$ cat config.mk
export PLATFORM = sky130hd
export DESIGN_NAME = mem_store_buffer
export DESIGN_NICKNAME = d
export VERILOG_FILES = /design/src/rtl/mem_pkg.sv /design/src/rtl/sb_fifo.sv /design/src/rtl/mem_store_buffer.sv
export SDC_FILE = /design/constraint.sdc
export NUM_CORES = 1
export LEC_CHECK = 0
export CORE_ASPECT_RATIO = 0.75
export CORE_MARGIN = 5
export CORE_UTILIZATION = 45
export CTS_CLUSTER_SIZE = 24
export DETAILED_ROUTE_END_ITERATION = 10
export SYNTH_ARGS = -nofsm -noshare
export SYNTH_HDL_FRONTEND = slang
export SYNTH_SLANG_ARGS = --single-unit
export TNS_END_PERCENT = 5
$ cat constraint.sdc
create_clock -name clk_i -period 8.6 [get_ports clk_i]
set_clock_uncertainty 0.05 [all_clocks]
set_input_delay 0.86 -clock clk_i [delete_from_list [all_inputs] [get_ports clk_i]]
set_output_delay 0.86 -clock clk_i [all_outputs]
set_load 0.02 [all_outputs]
$ cat src/rtl/mem_pkg.sv
// mem_pkg: encodings and helpers shared by the store buffer and the data memory.
//   MEM_WORD/MEM_HALF/MEM_BYTE : MemNum size encodings (11/10/01, 00 invalid)
//   sb_entry_t / ENTRY_W       : one queued store {addr, data, num}
//   size_bytes()               : MemNum -> byte count (0 for invalid)
//   aligned()                  : natural-alignment check, false for invalid size
package mem_pkg;

  localparam logic [1:0] MEM_WORD = 2'b11;
  localparam logic [1:0] MEM_HALF = 2'b10;
  localparam logic [1:0] MEM_BYTE = 2'b01;

  typedef struct packed {
    logic [31:0] addr;
    logic [31:0] data;
    logic [1:0]  num;
  } sb_entry_t;

  localparam int ENTRY_W = $bits(sb_entry_t);

  function automatic logic [2:0] size_bytes(input logic [1:0] num);
    case (num)
      MEM_WORD: return 3'd4;
      MEM_HALF: return 3'd2;
      MEM_BYTE: return 3'd1;
      default:  return 3'd0;
    endcase
  endfunction

  function automatic logic aligned(input logic [1:0] num, input logic [1:0] lsb);
    case (num)
      MEM_WORD: return lsb == 2'b00;
      MEM_HALF: return !lsb[0];
      MEM_BYTE: return 1'b1;
      default:  return 1'b0;
    endcase
  endfunction

endpackage

$ cat src/rtl/sb_fifo.sv
// sb_fifo: DEPTH-entry register FIFO holding queued stores.
//   clk_i, rst_i  : clock, async active-low reset
//   push_i/entry_i: write entry at tail (ignored when full)
//   pop_i         : drop head (ignored when empty)
//   head_o        : entry at head
//   count_o       : occupancy, 0..DEPTH
//   valid_o/entries_o : per-slot valid bits and contents for overlap compare
module sb_fifo
  import mem_pkg::*;
#(
  parameter int DEPTH = 4
) (
  input  logic                              clk_i,
  input  logic                              rst_i,
  input  logic                              push_i,
  input  logic [ENTRY_W-1:0]                entry_i,
  input  logic                              pop_i,
  output logic [ENTRY_W-1:0]                head_o,
  output logic [$clog2(DEPTH):0]            count_o,
  output logic [DEPTH-1:0]                  valid_o,
  output logic [DEPTH-1:0][ENTRY_W-1:0]     entries_o
);

  localparam int AW = $clog2(DEPTH);
  localparam int CW = AW + 1;

  logic [DEPTH-1:0][ENTRY_W-1:0] slot_q;
  logic [DEPTH-1:0]              valid_q;
  logic [AW-1:0]                 wr_ptr, rd_ptr;
  logic [CW-1:0]                 cnt;
  logic                          do_push, do_pop;

  assign do_push = push_i && (cnt < CW'(DEPTH));
  assign do_pop  = pop_i && (cnt != '0);

  // Pointers wrap naturally since DEPTH is a power of two. Push and pop can
  // only hit the same slot when the FIFO is empty (pop suppressed) or full
  // (push suppressed), so the valid clear/set below never collide.
  always_ff @(posedge clk_i or negedge rst_i) begin
    if (!rst_i) begin
      slot_q  <= '0;
      valid_q <= '0;
      wr_ptr  <= '0;
      rd_ptr  <= '0;
      cnt     <= '0;
    end else begin
      if (do_pop) begin
        valid_q[rd_ptr] <= 1'b0;
        rd_ptr          <= rd_ptr + 1'b1;
      end
      if (do_push) begin
        valid_q[wr_ptr] <= 1'b1;
        slot_q[wr_ptr]  <= entry_i;
        wr_ptr          <= wr_ptr + 1'b1;
      end
      case ({do_push, do_pop})
        2'b10:   cnt <= cnt + 1'b1;
        2'b01:   cnt <= cnt - 1'b1;
        default: cnt <= cnt;
      endcase
    end
  end

  assign head_o    = slot_q[rd_ptr];
  assign count_o   = cnt;
  assign valid_o   = valid_q;
  assign entries_o = slot_q;

endmodule

$ cat src/rtl/mem_store_buffer.sv
// mem_store_buffer: store queue in front of the data memory write port.
//   clk_i, rst_i            : clock, async active-low reset
//   st_valid_i/st_ready_o   : store handshake from execute stage
//   st_addr_i/st_data_i/st_num_i : store byte address, right-aligned data, size
//   ld_req_i/ld_addr_i/ld_num_i  : load being issued, checked for overlap
//   ld_conflict_o           : load touches a byte still waiting to be written
//   drain_hold_i            : stall draining
//   mem_write_o/mem_addr_o/mem_data_o/mem_num_o : registered memory write port
//   empty_o                 : nothing queued and nothing being written
//   error_misaligned_o/error_overflow_o : sticky reject flags
module mem_store_buffer
  import mem_pkg::*;
#(
  parameter int DEPTH     = 4,
  parameter int MEM_BYTES = 1024
) (
  input  logic        clk_i,
  input  logic        rst_i,
  input  logic        st_valid_i,
  output logic        st_ready_o,
  input  logic [31:0] st_addr_i,
  input  logic [31:0] st_data_i,
  input  logic [1:0]  st_num_i,
  input  logic        ld_req_i,
  input  logic [31:0] ld_addr_i,
  input  logic [1:0]  ld_num_i,
  output logic        ld_conflict_o,
  input  logic        drain_hold_i,
  output logic        mem_write_o,
  output logic [31:0] mem_addr_o,
  output logic [31:0] mem_data_o,
  output logic [1:0]  mem_num_o,
  output logic        empty_o,
  output logic        error_misaligned_o,
  output logic        error_overflow_o
);

  localparam int CW = $clog2(DEPTH) + 1;

  logic [CW-1:0]                 count;
  logic [DEPTH-1:0]              valid;
  logic [DEPTH-1:0][ENTRY_W-1:0] entries;
  sb_entry_t                     head, new_entry, e;
  logic [32:0]                   st_end;
  logic                          bad_align, bad_range, accept, push, pop, hit;

  // Byte-range intersection; ends are exclusive and computed in 33 bits so a
  // range touching the top of the address space does not wrap.
  function automatic logic overlap(input logic [31:0] a, input logic [2:0] asz,
                                   input logic [31:0] b, input logic [2:0] bsz);
    logic [32:0] a_end, b_end;
    a_end = {1'b0, a} + {30'b0, asz};
    b_end = {1'b0, b} + {30'b0, bsz};
    return (asz != 3'd0) && (bsz != 3'd0) && ({1'b0, a} < b_end) && ({1'b0, b} < a_end);
  endfunction

  assign st_ready_o = count < CW'(DEPTH);
  assign accept     = st_valid_i && st_ready_o;
  assign bad_align  = !aligned(st_num_i, st_addr_i[1:0]);
  assign st_end     = {1'b0, st_addr_i} + {30'b0, size_bytes(st_num_i)};
  assign bad_range  = st_end > 33'(MEM_BYTES);
  assign push       = accept && !bad_align && !bad_range;
  assign pop        = (count != '0) && !drain_hold_i;
  assign new_entry  = '{addr: st_addr_i, data: st_data_i, num: st_num_i};

  sb_fifo #(.DEPTH(DEPTH)) u_fifo (
    .clk_i     (clk_i),
    .rst_i     (rst_i),
    .push_i    (push),
    .entry_i   (new_entry),
    .pop_i     (pop),
    .head_o    (head),
    .count_o   (count),
    .valid_o   (valid),
    .entries_o (entries)
  );

  // The entry on the memory port has left the FIFO but is not committed
  // until the next edge, so it still blocks overlapping loads.
  always_comb begin
    e   = '0;
    hit = mem_write_o && overlap(mem_addr_o, size_bytes(mem_num_o), ld_addr_i, size_bytes(ld_num_i));
    for (int i = 0; i < DEPTH; i++) begin
      e = sb_entry_t'(entries[i]);
      if (valid[i] && overlap(e.addr, size_bytes(e.num), ld_addr_i, size_bytes(ld_num_i)))
        hit = 1'b1;
    end
  end

  assign ld_conflict_o = ld_req_i && hit;
  assign empty_o       = (count == '0) && !mem_write_o;

  always_ff @(posedge clk_i or negedge rst_i) begin
    if (!rst_i) begin
      mem_write_o        <= 1'b0;
      mem_addr_o         <= '0;
      mem_data_o         <= '0;
      mem_num_o          <= 2'b00;
      error_misaligned_o <= 1'b0;
      error_overflow_o   <= 1'b0;
    end else begin
      mem_write_o <= pop;
      if (pop) begin
        mem_addr_o <= head.addr;
        mem_data_o <= head.data;
        mem_num_o  <= head.num;
      end
      if (accept && bad_align) error_misaligned_o <= 1'b1;
      if (accept && bad_range) error_overflow_o   <= 1'b1;
    end
  end

endmodule

# == Word level (Yosys, flattened, before mapping) ==
# Index checks and enable logic that the tools add are counted.
# W data, S select, Z words.
# classes
n_addsub,11
n_lt_le_gt_ge,16
eq_ne,23
muxes,24
bitwise,3
reduce_logical,47
# op_table
operator,n
$lt A32 B33 Y1,10
$bwmux W264,1
$add A32 B3 Y33,7
$bmux W66 S2,1
$demux W66 S2,1
$mux W66,2
$pmux W3 S3,7
$gt A33 B11 Y1 const B,1
$logic_and A1 B1 Y1,32
$eq A2 B2 Y1 const B,15
$reduce_bool A3 Y1,7
$eq A2 B1 Y1 const B,8
$mux W4,2
$lt A2 B3 Y1 const B,2
$mux W1,6
$pmux W3 S2,1
$logic_not A1 Y1,5
$add A2 B1 Y2 const B,2
$and A4 B4 Y4,1
$demux W1 S2,2
$ge A2 B1 Y1 const B,2
$not A4 Y4,1
$or A4 B4 Y4,1
$add A3 B1 Y3 const B,1
other kinds (6),6
# totals
ff_bits,344
inputBits,105
out_inout_bits,72
wordCells,138

# == Logic depth before layout (Yosys ltp) ==
# Gate-level depths: netlist of the first run.
# logic_depth
depth_word,12
depth_mapped,22

# == By module ==
# Synthesis of the first run repeated with hierarchy kept, for this count alone.
# hier_totals
cells_unflattened,2318
hier_area_um2,26230.2
# by_module_without_submodules
mod,instances,cells_each,area_per_inst_um2,seq_area_each_um2
mem_store_buffer,1,1621,13753.2,1726.7
sb_fifo,1,697,12477.0,6881.6

# == Worst setup path before layout of the first run ==
# No wires, ideal clock.
# synth_path
kind,input -> output
from,input ld_num_i[1]
to,output ld_conflict_o
arrival_time_ps,4891
required_ps,7690
slack_ps,2799
path_stages,17
n_path_buf,0
cell_sequence,nor2b_1 > ha_1 > a21o_1 > a21oi_1 > nor4b_1 > and3_1 > nand2_1 > nor2_1 > xnor2_1 > ha_1 > and2_1 > and4_1 > nand2_1 > o41ai_1 > a21oi_1 > o31a_1 > or4b_2
# synth_via
elab_chain_len,12
# synth_rtl
item,line,text
from (decl),mem_store_buffer.sv:26,"input logic [1:0] ld_num_i,"
$eq A2 B1 Y1 / $eq A2 B2 Y1 (equally long branches),mem_pkg.sv:21,case (num)
$pmux W3 S3 (*),mem_pkg.sv:21,
$add A32 B3 Y33 / $reduce_bool A3 Y1 (equally long branches),"mem_store_buffer.sv:53, mem_store_buffer.sv:54",
$lt A32 B33 Y1 / $logic_and A1 B1 Y1 (equally long branches),mem_store_buffer.sv:54,"return (asz != 3'd0) && (bsz != 3'd0) && ({1'b0, a} < b_end) && ({1'b0, b} < a_end);"
$logic_and A1 B1 Y1 (2 in a row),mem_store_buffer.sv:54,
$logic_and A1 B1 Y1 (on tied branches),"mem_store_buffer.sv:82, mem_store_buffer.sv:85",
$mux W1 (3 in a row),mem_store_buffer.sv:85,"if (valid[i] && overlap(e.addr, size_bytes(e.num), ld_addr_i, size_bytes(ld_num_i)))"
$mux W1 (*),mem_store_buffer.sv:85,
$logic_and A1 B1 Y1 (*),mem_store_buffer.sv:90,assign ld_conflict_o = ld_req_i && hit;
to (decl),mem_store_buffer.sv:27,"output logic ld_conflict_o,"
# Mark *: on every way between the ends. The rest lies on a longest branch, timed or not.

# == Worst setup path after layout of the first run ==
# layout_path
from,register mem_num_o[0]
to,output ld_conflict_o
# layout_via
elab_chain_len,12
# layout_rtl
item,line,text
from (decl),mem_store_buffer.sv:32,"output logic [1:0] mem_num_o,"
from (signal assigned),mem_store_buffer.sv:106,mem_num_o <= head.num;
$eq A2 B1 Y1 / $eq A2 B2 Y1 (equally long branches),mem_pkg.sv:21,
$pmux W3 S3 (*),mem_pkg.sv:21,
"parallel branches: the longest is 3 deep, another holds $add A32 B3 Y33",-,
$logic_and A1 B1 Y1 (*),mem_store_buffer.sv:54,
$logic_and A1 B1 Y1 (*),mem_store_buffer.sv:82,"hit = mem_write_o && overlap(mem_addr_o, size_bytes(mem_num_o), ld_addr_i, size_bytes(ld_num_i));"
$mux W1 (*) (4 in a row),mem_store_buffer.sv:85,
$logic_and A1 B1 Y1 (*),mem_store_buffer.sv:90,
# Mark *: on every way between the ends.

==> results.md, run 1 <==
* CTS Buffer Depth at 3
* Clk slew on worst S/H paths at approximately 0.060 ns
* Slew @ Worst Pin at 1.12 ns
* Setup bufs post-CTS at 0
* First drt pass iteration count at 5
* Initial antenna violation count at 4
* Worst skew pair latency at 0.58 ns
* Pwr Density at 143 nW/um^2
* Unique masters post-synth at between 70 and 80
* Net Sw Power at approximately 1.2 mW
* Worst Path Arrival at a little over 7 ns
* Setup TNS at 0 ns
* Routed Antenna Nets at 0
* Sequential-to-total area share from yosys stat at 34.2%
* Total number of vias at approximately 19000
* Crit Path Class: flip-flop to output pin
* Share of layout cells above drive strength 1 at between 15 and 20%
* CP Capture Type: output pin
* Synth top area cells: dfrtp_1 (34%), ha_1 (17%), mux2_2 (9.3%)
* Tightest Hold Check Type: input pin to async pin
* TritonCTS clock tree: yes
* Grt total ovfl at 0
* Critical Path Start Type: flip-flop
* Clock sinks at around 340
* Number of synthesized register bits at 344
* Lkg Pwr at about 14 nW
* Chip width at around 280 um
* Placement Rows at 75
* Vias in the first global route at 19900
* Die area at ~61000 um^2
* Max_cap viols at 0
* Comb power frac at roughly 17%
* First-pass GRT wire length at roughly 120000 um
* Final Max Slew Viols at 0
* Pin count of the biggest net entering global routing at between 150 and 200
* Outcome: finished, final reports clean
* Root buffer cell: clkbuf_16
* I/O pin count at 177
* Post-route cell area at about 29000 um^2
* Final hold violations at 0
* Yosys warning count at 0
* First DRT Iteration DRCs at about 1400
* CTS buffer count at 38
* Final setup violation count at 0
* Initial Util at 45.3%
* Sequential Power Share at between 40% and 50%
* Hold_buf cts at 0
* Slew headroom at between 20% and 30%
* Cell Area, Synth at 25200 um^2
* VDD IR max at roughly 0.00014 V
* RSZ-0062 raised after global routing: false
* Worst Path Required at around 7.7 ns
* Worst path bufs/invs at 2
* GP Congestion at about 0.96
* Cell taking the most area after synthesis: dfrtp_1
* Ys async rst share at 100%
* Post-Syn Nets at ~2700
* Slowest CP cell: or4b_2
* Placed Cells at approximately 3200
* Detailed placement HPWL at between 50000 and 60000 um
* Gr usage total at 25.5%
* Post-synthesis cell count at about 2300
* Fin crit period at between 7 and 8 ns
* Crit-path cells: nor2b_1 > ha_1 > inv_1 > fa_1 > nand2b_1 > a211oi_2 > nand4bb_1 > nor2_1 > xnor2_1 > ha_1 > nand4_1 > nor4_2 > nand2_1 > a21oi_1 > o32ai_1 > and4_1 > a22o_1 > or4b_2 > clkdlybuf4s50_1
* Nets at between 2000 and 3000
* Final WL at 78500 um
* Via/cell ratio at approximately 6
* Post-Layout Cell Count at between 3000 and 4000
* Worst path max stage delay at between 0.6 and 0.7 ns
* Top_reg_cell synth: dfrtp_1
* Area Overhead vs Synth at 15.5%
* Post-synth EDFFs at 0
* Top Family by Delay on Critical Path: simple AND/OR/NAND/NOR gates
* DRC viols at 0
* Most frequent cell on the critical path: ha_1
* Cell Area, Placed at approximately 28000 um^2
* Synth top area share at 34.2%
* Wire per inst at ~24 um
* Internal cell power at just under 3 mW
* Clock Power Share at a little over two fifths
* Fmax at between 0.1 and 0.15 GHz
* Post-synthesis area per instance at roughly 11 um^2
* H-tree depth at 2
* Die Span Y at ~210 um
* PortBufs at 176
* Switching part of the total power at about 29%
* Crit-path max FO at 6
* Tcrit/Tclk final at between 90% and 100%
* Core area at between 50000 and 60000 um^2
-- layer usage --
| layer | global-route usage [%] | share of wire (%) |
|---|---|---|
| met4 | 6.52 | 2.4 |
| met1 | 37.2 | 47 |
| met2 | 39.1 | 44 |
| met3 | 4.88 | 6.8 |
| met5 | 0 | 0.014 |
-- what timing repair did --
item	4_1_cts	5_1_grt
endpoints found under the hold margin	0	0
resized for setup	0	2
endpoints found under the setup margin	0	1
-- cell usage after synthesis, types with 11 or more instances --
cell type and instances:
xor2_1 127, clkbuf_1 31, and2_1 102, o21a_1 11, a21o_1 48, and3_1 37
mux2_4 33, nand2_1 146, and4_1 28, a21oi_1 103, nor3_1 18, inv_1 43
buf_2 15, nor2b_1 26, nand2b_1 21, a211oi_1 16, xnor2_1 61, nand4_1 69
nand3_1 88, ha_1 337, mux4_2 66, nor2_1 79, dfrtp_1 344, mux2_2 208
o21ai_0 71
-- worst paths after layout --
check / from / to / slack [ns] / cells past startpoint
hold / removal: rst_i / u_fifo.entries_o[47] / 0.29 / 1
min in group clk_i: u_fifo.valid_o[1] / u_fifo.valid_o[1] / 0.42 / 2
max in group asynchronous: rst_i / u_fifo.rd_ptr[1] / 6.65 / 2
setup reg to reg: u_fifo.count_o[2] / u_fifo.entries_o[0] / 5.69 / 7
setup / recovery: mem_num_o[0] / ld_conflict_o / 0.65 / 19
hold reg to reg: u_fifo.valid_o[1] / u_fifo.valid_o[1] / 0.42 / 2
-- per-stage QoR --
step | power, mW | util, % | hold WS (ns) | setup slack (ns)
floorplan | 2.15 | - | 0.381 | 2.80
global placement | 2.45 | 49.9 | 0.395 | 0.918
detailed placement | 2.46 | 49.9 | 0.406 | 0.869
CTS | 4.21 | 52.2 | 0.319 | 0.211
global route | 4.35 | 52.3 | 0.371 | 0.341
finish | 4.15 | 52.3 | 0.287 | 0.647
-- power groups by stage --
stage | Clock, mW | Combinational, mW | Sequential [mW]
floorplan | 0 | 0.480 | 1.67
global placement | 0 | 0.690 | 1.76
detailed placement | 0 | 0.697 | 1.76
CTS | 1.78 | 0.699 | 1.73
global route | 1.85 | 0.762 | 1.73
finish | 1.73 | 0.693 | 1.73
-- cell usage in the layout (no fill, tap or decap), types with 9 or more instances in the layout --
master           instances
a2111oi_0                9
a211oi_1                15
a21o_1                  48
a21oi_1                103
a31oi_1                  9
and2_1                 102
and3_1                  37
and4_1                  28
buf_4                   20
clkbuf_16               38
clkdlybuf4s50_1        175
dfrtp_1                342
ha_1                   337
inv_1                   43
mux2_2                 208
mux2_4                  33
mux4_2                  66
nand2_1                146
nand2b_1                21
nand3_1                 88
nand4_1                 69
nor2_1                  79
nor2b_1                 26
nor3_1                  18
o211ai_1                10
o21a_1                  11
o21ai_0                 71
xnor2_1                 61
xor2_1                 127
-- kinds of logic after synthesis --
family / after synthesis / synth area share [%]
buffers and inverters: 106 / 1.92
AOI/OAI and AO/OA: 335 / 8.47
muxes: 314 / 17.5
and+or+nand+nor: 654 / 14.0
DFF: 344 / 34.2
xor gates and xnor gates: 188 / 6.54
adders and majority gates: 346 / 17.4
-- layout make-up --
class	count	area [um^2]
timing repair buffer	197	1940
inverter	43	161
tap	731	915
multi-input combinational	1837	16100
fill	4888	26600
sequential	344	8620
antenna	3	7.51
clock buffer	51	1050
clock inverter	17	268
-- state kept, by name, indices dropped and copies added (netlist names), 2 cells and up --
register / count
mem_addr_o: 32
u_fifo.wr_ptr: 2
u_fifo.rd_ptr: 2
u_fifo.valid_o: 4
mem_data_o: 32
u_fifo.entries_o: 264
u_fifo.count_o: 3
mem_num_o: 2
No activity file was read; power rests on OpenSTA's default activity.
==> run 2, diff against run 1 <==
Settings changed: ABC_AREA from default to 1.
==> results.md, run 2 <==
* Outcome: finished, final reports clean
* PortBufs at 176 (unchanged)
* Final setup violation count at 0 (unchanged)
* Tcrit/Tclk final at 92.7% (+0.25 points)
* Post-synthesis cell count at 3770 (+65%)
* Clock sinks at 344 (unchanged)
* Tightest Hold Check Type: input pin to async pin
* First-pass GRT wire length at 149000 um (+23%)
* Grt total ovfl at 0 (unchanged)
* DRC viols at 0 (unchanged)
* Slowest CP cell: clkdlybuf4s50_1
* Max_cap viols at 0 (unchanged)
* Cell Area, Synth at 27700 um^2 (+10%)
* Total number of vias at 26500 (+37%)
* Initial antenna violation count at 1 (-3)
* CTS Buffer Depth at 3 (unchanged)
* Post-Syn Nets at 4220 (+54%)
* Final WL at 98300 um (+25%)
* Leading cell type in the layout, fill and taps excluded: nand2_1
* Pin count of the biggest net entering global routing at 134 (-21%)
* CP Capture Type: output pin
* Die Span Y at 225 um (+4.7%)
* Sequential-to-total area share from yosys stat at 31.0% (-3.1 points)
* Pwr Density at 204 nW/um^2 (+43%)
* Core area at 60800 um^2 (+9.3%)
* Worst skew pair latency at 0.59 ns (about the same)
* GP Congestion at 1.02 (+5.3%)
* Ys async rst share at 100% (unchanged)
* Worst Path Required at 7.69 ns (about the same)
* Post-synthesis area per instance at 7.36 um^2 (-33%)
* Top Family by Delay on Critical Path: simple AND/OR/NAND/NOR gates
* Top_reg_cell synth: dfrtp_1
* Nets at 4304 (+48%)
* Share of layout cells above drive strength 1 at 4.77% (-12 points)
* Yosys warning count at 0 (unchanged)
* FF+latch area at 8620 um^2 (unchanged)
* Die area at 66700 um^2 (+9.6%)
* RSZ-0062 raised after global routing: false
* Number of synthesized register bits at 344 (unchanged)
* Max reg flops at 264 (unchanged)
* I/O pin count at 177 (unchanged)
* Fin crit period at 7.97 ns (+0.0211 ns)
* VDD IR max at 0.000192 V (+38%)
* Unique masters post-synth at 50 (-32%)
* Synth top area cells: dfrtp_1 (31%), ha_1 (15%), nand2_1 (12%)
* CTS resizes at 0 (unchanged)
* Slew @ Worst Pin at 1.15 ns (+0.0371 ns)
* Routed Antenna Nets at 0 (unchanged)
* Vias in the first global route at 24000 (+20%)
* Most frequent cells in the layout: nand2_1 (920), nor2_1 (408), dfrtp_1 (342), ha_1 (333), inv_1 (332)
* Worst path max stage delay at 0.54 ns (-0.14 ns)
* Crit-path max FO at 5 (-1)
* Root buffer cell: clkbuf_16
* H-tree depth at 2 (unchanged)
* Pwr Total at 6.40 mW (+54%)
* Setup bufs post-CTS at 0 (unchanged)
* Final hold violations at 0 (unchanged)
* Fmax at 0.125 GHz (-0.26%)
* Most common cell in the netlist: nand2_1
* Area Overhead vs Synth at 13.0%
* Post-synth EDFFs at 0 (unchanged)
* Most frequent cell on the critical path: nor2_1
* Hold_buf cts at 0 (unchanged)
* Clk slew on worst S/H paths at 0.06 ns (about the same)
* Lkg Pwr at 15.1 nW (+12%)
* Gr usage total at 28.7% (+3.3 points)
* First drt pass iteration count at 6 (+1)
* Initial Util at 45.6% (+0.33 points)
* First DRT Iteration DRCs at 2880 (+110%)
* Worst path bufs/invs at 5 (+3)
* Placement Rows at 78 (+4.0%)
* Synth top area share at 31.0% (-3.1 points)
* Slew headroom at 23.1% (-2.5 points)
* Area of the multi-input gates at 16900 um^2 (+5.0%)
* Via/cell ratio at 5.67 (-5.8%)
* TritonCTS clock tree: yes
* Worst Path Arrival at 7.06 ns (+0.02 ns)
* Filler Cell Count at 6085 (+24%)
* Cell taking the most area after synthesis: dfrtp_1
* Ant diodes at 0 (-3)
* Synth top cells by count: nand2_1 (920), nor2_1 (409), dfrtp_1 (344), ha_1 (337), inv_1 (333)
* Setup TNS at 0 ns (unchanged)
* Wire per inst at 21.0 um (-14%)
* Crit Path Class: flip-flop to output pin
* Detailed placement HPWL at 70800 um (+22%)
* Critical Path Start Type: flip-flop
* CTS buffer count at 39 (+2.6%)
* Chip width at 297 um (+4.7%)
* Final Max Slew Viols at 0 (unchanged)
==> run 2: cell types whose count changed after synthesis, moves of 45 or more <==
cell      delta
a21o_1      -45
a21oi_1     +90
a31oi_1     +58
and2_1     -102
clkbuf_1    +56
inv_1      +290
inv_2       +54
mux2_2     -208
mux4_2      -66
nand2_1    +774
nand4_1    +193
nor2_1     +330
nor3_1      +65
o21ai_0     +91
==> run 2: layer usage <==
metal | global-route usage [%] | part of all wire (%) | up-vias
li1 | - | - | 12800
met1 | 44.7 | 48 | 12400
met2 | 39.9 | 40 | 1114
met3 | 7.61 | 10 | 128
met4 | 5.60 | 1.9 | 2
met5 | 0 | 0.0081 | -
==> run 2: layout make-up <==
type / instances / share of cell area (%)
Timing Repair Buffer: 203 / 6.32
Multi-Input combinational cell: 2877 / 54.1
Clock buffer: 55 / 3.62
Clock inverter: 11 / 0.651
Tap cell: 800 / 3.19
Inverter: 389 / 4.67
Sequential cell: 344 / 27.5
==> run 2: per-stage QoR <==
stage / area [um^2] / hold WS (ns) / std cells / util, % / worst slack, ns
2_1_floorplan: 27700 / 0.387 / 3770 / - / 3.42
3_3_place_gp: 30000 / 0.398 / 4613 / 49.3 / 1.31
3_5_place_dp: 30000 / 0.403 / 4613 / 49.3 / 1.23
4_1_cts: 31300 / 0.297 / 4679 / 51.6 / 0.860
5_1_grt: 31300 / 0.334 / 4679 / 51.6 / 0.266
6_report: 31300 / 0.275 / 4679 / 51.6 / 0.626
==> run 2: power by group <==
group / leakage (nW) / switching, mW / internal (mW)
clock: 0.648 / 0.758 / 1.03
combinational: 9.81 / 1.56 / 0.926
sequential: 4.64 / 0.335 / 1.79
==> run 2: worst register-to-register path, cell delays in order (launching register included) <==
cell and delay [ns]:
dfrtp_1 0.38, inv_1 0.05, buf_4 0.19, nand2_1 0.13
nor2_4 0.60, buf_4 0.86, buf_4 0.78, nand4_1 0.42
nand2_1 0.17
==> run 2: final timing paths <==
path | slack, ns | cells past startpoint | endpoint | startpoint
worst max-delay path | 0.63 | 31 | ld_conflict_o | mem_num_o[1]
worst min-delay path | 0.27 | 1 | u_fifo.entries_o[227] | rst_i
worst max register to register | 4.92 | 8 | u_fifo.entries_o[110] | u_fifo.count_o[2]
worst min register to register | 0.41 | 2 | u_fifo.entries_o[220] | u_fifo.entries_o[220]
max in group asynchronous | 6.78 | 2 | u_fifo.rd_ptr[0] | rst_i
min in group clk_i | 0.41 | 2 | u_fifo.entries_o[220] | u_fifo.entries_o[220]
==> run 2: cells by family after synthesis <==
logic type               synth area share [%]
flip-flops                               31.0
adder cells (fa/ha/maj)                  15.8
XOR/XNOR                                 5.91
buffers and inverters                    8.09
AND/OR/NAND/NOR                          29.3
AO/OA/AOI/OAI                            9.85
==> run 3, diff against run 2 <==
Settings changed: CORE_UTILIZATION 45 to 60, PLACE_DENSITY from default to 0.81.
==> results.md, run 3 (synthesis results as in run 2) <==
* GP Congestion at 0.999 (-1.7%)
* Most frequent cell on the critical path: nor2_1
* Total number of vias at 27200 (+2.6%)
* Worst skew pair latency at 0.57 ns (-0.02 ns)
* CP Launch Point: u_fifo.entries_o[0]
* Pwr Total at 6.26 mW (-2.3%)
* Nets at 4300 (-0.093%)
* Tcrit/Tclk final at 91.2% (-1.5 points)
* Fmax at 0.127 GHz (+1.7%)
* Crit-path max FO at 5 (unchanged)
* CTS Buffer Depth at 3 (unchanged)
* Area Overhead vs Synth at 11.7%
* Worst path bufs/invs at 3 (-2)
* Area of the multi-input gates at 16900 um^2 (unchanged)
* Lkg Pwr at 15.0 nW (-0.28%)
* Grt total ovfl at 0 (unchanged)
* Top Family by Delay on Critical Path: simple AND/OR/NAND/NOR gates
* Via/cell ratio at 6.08 (+7.3%)
* Slew headroom at 24.1% (+0.94 points)
* Worst R2R End: u_fifo.count_o[1]
* Clock sinks at 344 (unchanged)
* First DRT Iteration DRCs at 3349 (+16%)
* CTS buffer count at 37 (-5.1%)
* Max_cap viols at 0 (unchanged)
* Max reg flops at 264 (unchanged)
* Placement Rows at 68 (-13%)
* Final hold violations at 0 (unchanged)
* TritonCTS clock tree: yes
* Final Max Slew Viols at 0 (unchanged)
* Pin count of the biggest net entering global routing at 120 (-10%)
* Worst path max stage delay at 0.54 ns (about the same)
* Pwr Density at 202 nW/um^2 (-1.1%)
* RSZ-0062 raised after global routing: false
* Fin crit period at 7.84 ns (-0.130 ns)
* Routed Antenna Nets at 0 (unchanged)
* Slowest CP cell: clkdlybuf4s50_1
* Hold_buf cts at 0 (unchanged)
* Worst Path Arrival at 6.93 ns (-0.13 ns)
* H-tree depth at 2 (unchanged)
* Setup bufs post-CTS at 0 (unchanged)
* Die Span Y at 196 um (-13%)
* Initial Util at 60.5% (+15 points)
* Reg2Reg Launch Point: u_fifo.count_o[2]
* Chip width at 258 um (-13%)
* Share of layout cells above drive strength 1 at 4.70% (-0.074 points)
* Clk slew on worst S/H paths at 0.06 ns (about the same)
* CTS resizes at 0 (unchanged)
* Crit Path Class: flip-flop to output pin
* Ant diodes at 0 (unchanged)
* FF+latch area at 8620 um^2 (unchanged)
* Wire per inst at 20.4 um (-2.8%)
* Tightest Hold Check Type: input pin to async pin
* Die area at 50700 um^2 (-24%)
* Vias in the first global route at 25300 (+5.6%)
* DRC viols at 0 (unchanged)
* Most frequent cells in the layout: nand2_1 (920), nor2_1 (408), dfrtp_1 (342), ha_1 (333), inv_1 (332)
* CP Capture Type: output pin
* Final WL at 91200 um (-7.2%)
* Worst-case reg-to-reg path depth at 9 (+1)
* I/O pin count at 177 (unchanged)
* First-pass GRT wire length at 142000 um (-4.5%)
* Gr usage total at 34.9% (+6.2 points)
* Filler Cell Count at 3956 (-35%)
* VDD IR max at 0.000201 V (+4.8%)
* Outcome: finished, final reports clean
* Setup TNS at 0 ns (unchanged)
* Worst Path Required at 7.69 ns (about the same)
* Initial antenna violation count at 1 (unchanged)
* Core area at 45900 um^2 (-25%)
* R2R Setup Slk at 5.31 ns (+0.39 ns)
* First drt pass iteration count at 9 (+3)
* Detailed placement HPWL at 64800 um (-8.4%)
* PortBufs at 176 (unchanged)
* Final setup violation count at 0 (unchanged)
* Slew @ Worst Pin at 1.14 ns (-0.0142 ns)
* Leading cell type in the layout, fill and taps excluded: nand2_1
* Root buffer cell: clkbuf_16
* Critical Path Start Type: flip-flop
## run 3: where the power goes
group	total, mW	switching [mW]	internal [mW]
clock	1.68	0.713	0.963
sequential	2.13	0.339	1.79
combinational	2.45	1.52	0.924
## run 3: per-stage QoR
stage	instance area (um^2)	std cells	setup WS (ns)	utilization, %	hold slack, ns
floorplan	27700	3770	3.42	-	0.387
global placement	29700	4406	1.46	64.8	0.398
detailed placement	29700	4406	1.42	64.8	0.403
CTS	31000	4471	0.995	67.6	0.371
global route	31000	4471	0.433	67.6	0.430
finish	31000	4471	0.755	67.6	0.329
## run 3: area by class of cell
class,instances,area share [%]
tap,595,2.40
sequential,344,27.8
multi-input combinational,2877,54.7
clock buffer,51,3.42
inverter,389,4.72
timing repair buffer,201,6.31
clock inverter,14,0.654
## run 3: metal layers
| layer | vias to the layer above | track usage [%] | part of all wire, % |
|---|---|---|---|
| met2 | 1572 | 50.4 | 41 |
| met4 | 2 | 10.9 | 3.4 |
| met5 | - | 0.575 | 0.012 |
| met3 | 225 | 8.98 | 13 |
| met1 | 12600 | 51.6 | 43 |
| li1 | 12800 | - | - |
## run 3: worst reg2reg max path, stage by stage, from the launching register on
cell,delay [ns]
dfrtp_1,0.37
inv_1,0.30
nand2_1,0.18
nor2_4,0.43
buf_4,0.72
nand2_1,0.27
ha_1,0.25
inv_1,0.10
fa_1,0.40
o21ai_0,0.15
## run 3: worst max-delay path by stage
| stage | end | slack (ns) | cells after the start |
|---|---|---|---|
| CTS | ld_conflict_o | 0.99 | 31 |
| detailed placement | ld_conflict_o | 1.42 | 29 |
| finish | ld_conflict_o | 0.76 | 29 |
| floorplan | ld_conflict_o | 3.42 | 29 |
| global route | ld_conflict_o | 0.43 | 31 |
| global placement | ld_conflict_o | 1.46 | 29 |
